File: config.mk
export PLATFORM = sky130hd
export DESIGN_NAME = receptor
export DESIGN_NICKNAME = d
export VERILOG_FILES = /design/src/rtl/receptor.sv
export SDC_FILE = /design/constraint.sdc
export NUM_CORES = 1
export LEC_CHECK = 0
export CAP_MARGIN = 20
export CORE_UTILIZATION = 47
export CTS_CLUSTER_DIAMETER = 80
export DETAILED_ROUTE_END_ITERATION = 8
export PLACE_DENSITY = 0.85
export SLEW_MARGIN = 20
export SYNTH_ARGS = -nofsm -noshare
export SYNTH_HDL_FRONTEND = slang
export SYNTH_SLANG_ARGS = --single-unit
File: constraint.sdc
create_clock -name CLK -period 4.95 [get_ports CLK]
set_input_delay 0.495 -clock CLK [delete_from_list [all_inputs] [get_ports CLK]]
set_output_delay 0.495 -clock CLK [all_outputs]
set_load 0.02 [all_outputs]
File: src/rtl/receptor.sv
`default_nettype none
// +--------------------------------------------------------------------------+
// | Module   : receptor                                                      |
// | Purpose  : Snooping side of a MESI cache-line controller. Decodes a pair |
// |            of remote bus messages each cycle, updates the local MESI     |
// |            state, signals sharing, and runs a write-back wait when a     |
// |            modified line is snooped.                                     |
// | Ports    : CLK      - clock, rising edge active                          |
// |            CLR      - asynchronous active-low reset                      |
// |            BUS[5:0] - snooped message pair {hi[5:3], lo[2:0]}            |
// |            LD       - one-cycle load strobe for LD_state                 |
// |            LD_state - MESI value to load (001 I,010 S,011 E,100 M)       |
// |            WB_ack   - memory accepted the write-back                     |
// |            state    - registered MESI state                              |
// |            SH       - one-cycle pulse: valid copy held on remote read    |
// |            WB_req   - write-back requested (level)                       |
// |            ABORT    - abort remote memory access, equals WB_req          |
// |            BUSY     - write-back wait in progress                        |
// |            ERR      - one-cycle pulse: illegal code/load/protocol        |
// | Options  : RECEPTOR_WB_TIMEOUT_EN - give up the write-back wait after    |
// |            16 cycles without WB_ack (exit to target, pulse ERR).         |
// | Revision : 1.0 - initial release                                         |
// +--------------------------------------------------------------------------+
module receptor (
  input  logic       CLK,
  input  logic       CLR,
  input  logic [5:0] BUS,
  input  logic       LD,
  input  logic [2:0] LD_state,
  input  logic       WB_ack,
  output logic [2:0] state,
  output logic       SH,
  output logic       WB_req,
  output logic       ABORT,
  output logic       BUSY,
  output logic       ERR
);

  localparam logic [2:0] MESI_I = 3'b001;
  localparam logic [2:0] MESI_S = 3'b010;
  localparam logic [2:0] MESI_E = 3'b011;
  localparam logic [2:0] MESI_M = 3'b100;

  localparam logic [2:0] MSG_RD_MISS = 3'b001;
  localparam logic [2:0] MSG_WR_MISS = 3'b010;
  localparam logic [2:0] MSG_INVAL   = 3'b100;

  typedef enum logic [0:0] {
    PH_IDLE = 1'b0,
    PH_WAIT = 1'b1
  } phase_t;

  phase_t     phase, phase_nx;
  logic [2:0] mesi, mesi_nx;
  logic [2:0] target, target_nx;
  logic       sh_q, sh_nx;
  logic       err_q, err_nx;

  logic [2:0] hi, lo;
  logic       illegal, has_wr_miss, has_inval, has_rd_miss;
  logic       wr, rd, ld_valid;

`ifdef RECEPTOR_WB_TIMEOUT_EN
  logic [3:0] tmo_cnt, tmo_cnt_nx;
`endif

  assign hi = BUS[5:3];
  assign lo = BUS[2:0];

  // Codes above 100 are undefined; one bad field poisons the whole cycle.
  assign illegal     = (hi > MSG_INVAL) || (lo > MSG_INVAL);
  assign has_wr_miss = (hi == MSG_WR_MISS) || (lo == MSG_WR_MISS);
  assign has_inval   = (hi == MSG_INVAL) || (lo == MSG_INVAL);
  assign has_rd_miss = (hi == MSG_RD_MISS) || (lo == MSG_RD_MISS);
  assign wr          = has_wr_miss || has_inval;
  assign rd          = has_rd_miss && !wr;
  assign ld_valid    = (LD_state >= MESI_I) && (LD_state <= MESI_M);

  always_ff @(posedge CLK or negedge CLR) begin
    if (!CLR) begin
      phase  <= PH_IDLE;
      mesi   <= MESI_I;
      target <= 3'b000;
      sh_q   <= 1'b0;
      err_q  <= 1'b0;
`ifdef RECEPTOR_WB_TIMEOUT_EN
      tmo_cnt <= 4'd0;
`endif
    end else begin
      phase  <= phase_nx;
      mesi   <= mesi_nx;
      target <= target_nx;
      sh_q   <= sh_nx;
      err_q  <= err_nx;
`ifdef RECEPTOR_WB_TIMEOUT_EN
      tmo_cnt <= tmo_cnt_nx;
`endif
    end
  end

  always_comb begin
    phase_nx  = phase;
    mesi_nx   = mesi;
    target_nx = target;
    sh_nx     = 1'b0;
    err_nx    = 1'b0;
`ifdef RECEPTOR_WB_TIMEOUT_EN
    tmo_cnt_nx = tmo_cnt;
`endif
    if (phase == PH_WAIT) begin
      // Bus and load traffic are deliberately deaf while the line is parked.
      if (WB_ack) begin
        phase_nx = PH_IDLE;
        mesi_nx  = target;
`ifdef RECEPTOR_WB_TIMEOUT_EN
      end else if (tmo_cnt == 4'd15) begin
        // Sixteenth unacknowledged wait cycle: give up the write-back.
        phase_nx   = PH_IDLE;
        mesi_nx    = target;
        err_nx     = 1'b1;
        tmo_cnt_nx = 4'd0;
      end else begin
        tmo_cnt_nx = tmo_cnt + 4'd1;
`endif
      end
    end else if (LD) begin
      // A local load wins; any coincident bus message is simply dropped.
      if (ld_valid) begin
        mesi_nx = LD_state;
      end else begin
        err_nx = 1'b1;
      end
    end else if (illegal) begin
      err_nx = 1'b1;
    end else begin
      case (mesi)
        MESI_S: begin
          if (rd) begin
            sh_nx = 1'b1;
          end else if (wr) begin
            mesi_nx = MESI_I;
          end
        end
        MESI_E: begin
          if (rd) begin
            mesi_nx = MESI_S;
            sh_nx   = 1'b1;
          end else if (wr) begin
            mesi_nx = MESI_I;
          end
        end
        MESI_M: begin
          if (has_wr_miss) begin
            phase_nx  = PH_WAIT;
            target_nx = MESI_I;
`ifdef RECEPTOR_WB_TIMEOUT_EN
            tmo_cnt_nx = 4'd0;
`endif
          end else if (has_inval) begin
            // An invalidate hitting a dirty line means someone else wrote
            // without a miss: drop the copy and flag the protocol breach.
            mesi_nx = MESI_I;
            err_nx  = 1'b1;
          end else if (rd) begin
            phase_nx  = PH_WAIT;
            target_nx = MESI_S;
            sh_nx     = 1'b1;
`ifdef RECEPTOR_WB_TIMEOUT_EN
            tmo_cnt_nx = 4'd0;
`endif
          end
        end
        default: begin
          // Invalid line: nothing to snoop.
        end
      endcase
    end
  end

  assign state  = mesi;
  assign SH     = sh_q;
  assign ERR    = err_q;
  assign BUSY   = (phase == PH_WAIT);
  assign WB_req = BUSY;
  assign ABORT  = BUSY;

endmodule
`default_nettype wire

==> qor.yml <==
setup_viol: 0
die_w_um: 39.2
critPathBufInv: 1
synth-async-reset-ratio_pct: 100
cellInternalPower_uw: 147
crit_type: "in2reg"
fin_nets: 114
start_util_pct: 50.1
whs_path_depth: 1
power_frac_clock_pct: 25.0
ios: 21
synth_ff_type: "dfrtp_1"
slowest_delay_ns: 0.51
die_height_um: 39.2
via_count: 681
reg2reg_from: "state[2]"
portBuffers: 20
ctsHoldBuffers: 0
worstPathArrival_ns: 2.27
ys_warn_count: 0
final_cell_mix: "clkdlybuf4s50_1 (20), nor2_1 (11), o21ai_0 (9)"
min_period_ns: 2.09
numCtsBuffers: 3
synthCells: 82
yosysSeqAreaShare_pct: 30.9
setup.worst_path.end_class: "register"
fin_crit_sh_pct: 42.2
power_frac_comb_pct: 35.4
fmax_mhz: 479
path_clk_slew_ns: 0.06
cts_resized: 0
gp_congestion: 0.891
grt_pass1_wl_um: 2410
antenna_found_initial: 0
tightestPinTransition_ns: 0.508
cts_setup_buffers: 0
antenna_cells: 0
dr.pass1.iters: 6
multi_input_area_um2: 403
p_per_area_nw_per_um2: 258
drtIter0Drc: 18
seq_power_share_pct: 39.5
hp-start: "target[0]"
crit_path_start_kind: "input port"
path_depth: 7
grt.total_usage_pct: 24.4
cpMaxStageDelayCell: "clkdlybuf4s50_1"
ant_nets: 0
path_cells: "clkdlybuf4s50_1 > nor2_1 > and3b_1 > a22oi_1 > a31oi_2 > a311o_1 > a311oi_2"
first_global_vias: 591
max_cap_viol_count: 0
dp_hpwl_um: 1190
remaining_drc_errors: 1
ys_ff_latch: 8
reg2reg_depth: 6
netlist_area_um2: 652
leakage_uw: 0.000360
routed_wl_um: 1570
via_per_inst: 5.92
holdPathEnd: "target[0]"
min_path_type: "reg2reg"
critPathRequiredTime_ns: 5.13
relSlewSlack_pct: 65.9
layout-drive-gt1-share_pct: 8.00
nFillCells: 129
fp-row-count: 13
p_switching_uw: 75.8
overflow: 0
cts_tree: "yes"
area_growth_pct: 32.6
ir_worst_vdd_uv: 97.1
dp_slack_ns: 2.61
cts-root-buf: "clkbuf_4"
crit_family: "compound AO/OA/AOI/OAI gates"
ctsLongestPathBuffers: 2
clock_sinks: 8
rsz0062_at_grt: "false"
outcome: "finished, violations left"
tns_ns: 0
critPathMaxFanout: 7
synthesis.nets: 95
seq_area_um2: 201
final_common_cell: "clkdlybuf4s50_1"
ys_types: 36
synth-edff-count: 0
htreeDepth: 1
hold_violations: 0
swShare_pct: 34.0
core_area_um2: 1300
slew_violations: 0
clk_latency_ns: 0.27
violations: "DRC"
r2r_slack_ns: 3.11
fin_skew_ns: 0.00367
r2r_end: "state[1]"
dieArea_um2: 1540
wl_per_cell_um: 13.6
grt_start_max_net_pins: 15
syn_avg_cell_area_um2: 7.95
worst_slack_ns: 2.86
cell type report:
| type | instances | area share [%] |
|---|---|---|
| multi-input cells | 64 | 46.6 |
| flip-flops and latches | 8 | 23.3 |
| repair buffers | 20 | 23.2 |
| clock buffers | 4 | 3.04 |
| well taps | 15 | 2.17 |
| inverters | 4 | 1.74 |
per-stage QoR:
step / total power (uW) / hold WS (ns) / cell area, um2 / utilization, % / std cells
after global routing: 237 / 0.517 / 865 / 66.4 / 115
after detailed placement: 168 / 0.483 / 838 / 64.4 / 111
after global placement: 166 / 0.469 / 838 / 64.4 / 111
final: 223 / 0.487 / 865 / 66.4 / 115
after CTS: 225 / 0.496 / 865 / 66.4 / 115
after floorplan: 134 / 0.199 / 652 / - / 82
how the worst max path moves through the flow:
stage	startpoint	to	slack, ns
final	BUS[0]	state[0]	2.86
after global routing	BUS[4]	state[0]	2.78
after CTS	BUS[0]	state[0]	2.89
after detailed placement	BUS[0]	state[0]	2.61
after global placement	BUS[3]	state[0]	2.65
after floorplan	BUS[3]	state[0]	3.22
power by group through the flow:
stage | registers [uW] | clock network [uW] | logic, uW
after floorplan | 93.4 | 0 | 40.8
after global placement | 88.4 | 0 | 78.0
after detailed placement | 89.0 | 0 | 78.6
after CTS | 88.0 | 57.8 | 78.9
after global routing | 89.8 | 61.5 | 86.2
final | 88.2 | 55.9 | 79.1
synth_stat cells (2+ instances only):
library cell,n,area (um2)
a21o_1,4,30.0
a21oi_1,2,10.0
a22oi_1,3,22.5
buf_2,2,10.0
buf_4,2,15.0
clkbuf_1,2,7.51
dfrtp_1,7,175
inv_1,3,11.3
nand2_1,5,18.8
nand3_1,4,20.0
nor2_1,11,41.3
nor2b_1,2,12.5
nor3_1,2,10.0
o21ai_0,9,45.0
xnor2_1,3,26.3
kinds of logic after synthesis:
logic type | share of synthesized area, %
AOI/OAI and AO/OA | 32.4
buffers and inverters | 7.29
DFF | 30.9
and+or+nand+nor | 23.6
muxes | 1.73
xor gates and xnor gates | 4.03
per-layer routing:
layer  vias to the layer above  part of all wire, %  GRT usage, %
met3                         4                  7.1          5.78
met1                       305                   41          25.0
met4                         0                  3.3          18.1
li1                        336                    -             -
met2                        36                   49          42.1
met5                         -                    0             0
sequential cells by signal, indices dropped and copies added (netlist names):
| register | cells |
|---|---|
| state | 3 |
| target | 2 |
| ABORT | 1 |
| ERR | 1 |
| SH | 1 |
Power figures use the tool's default switching activity.
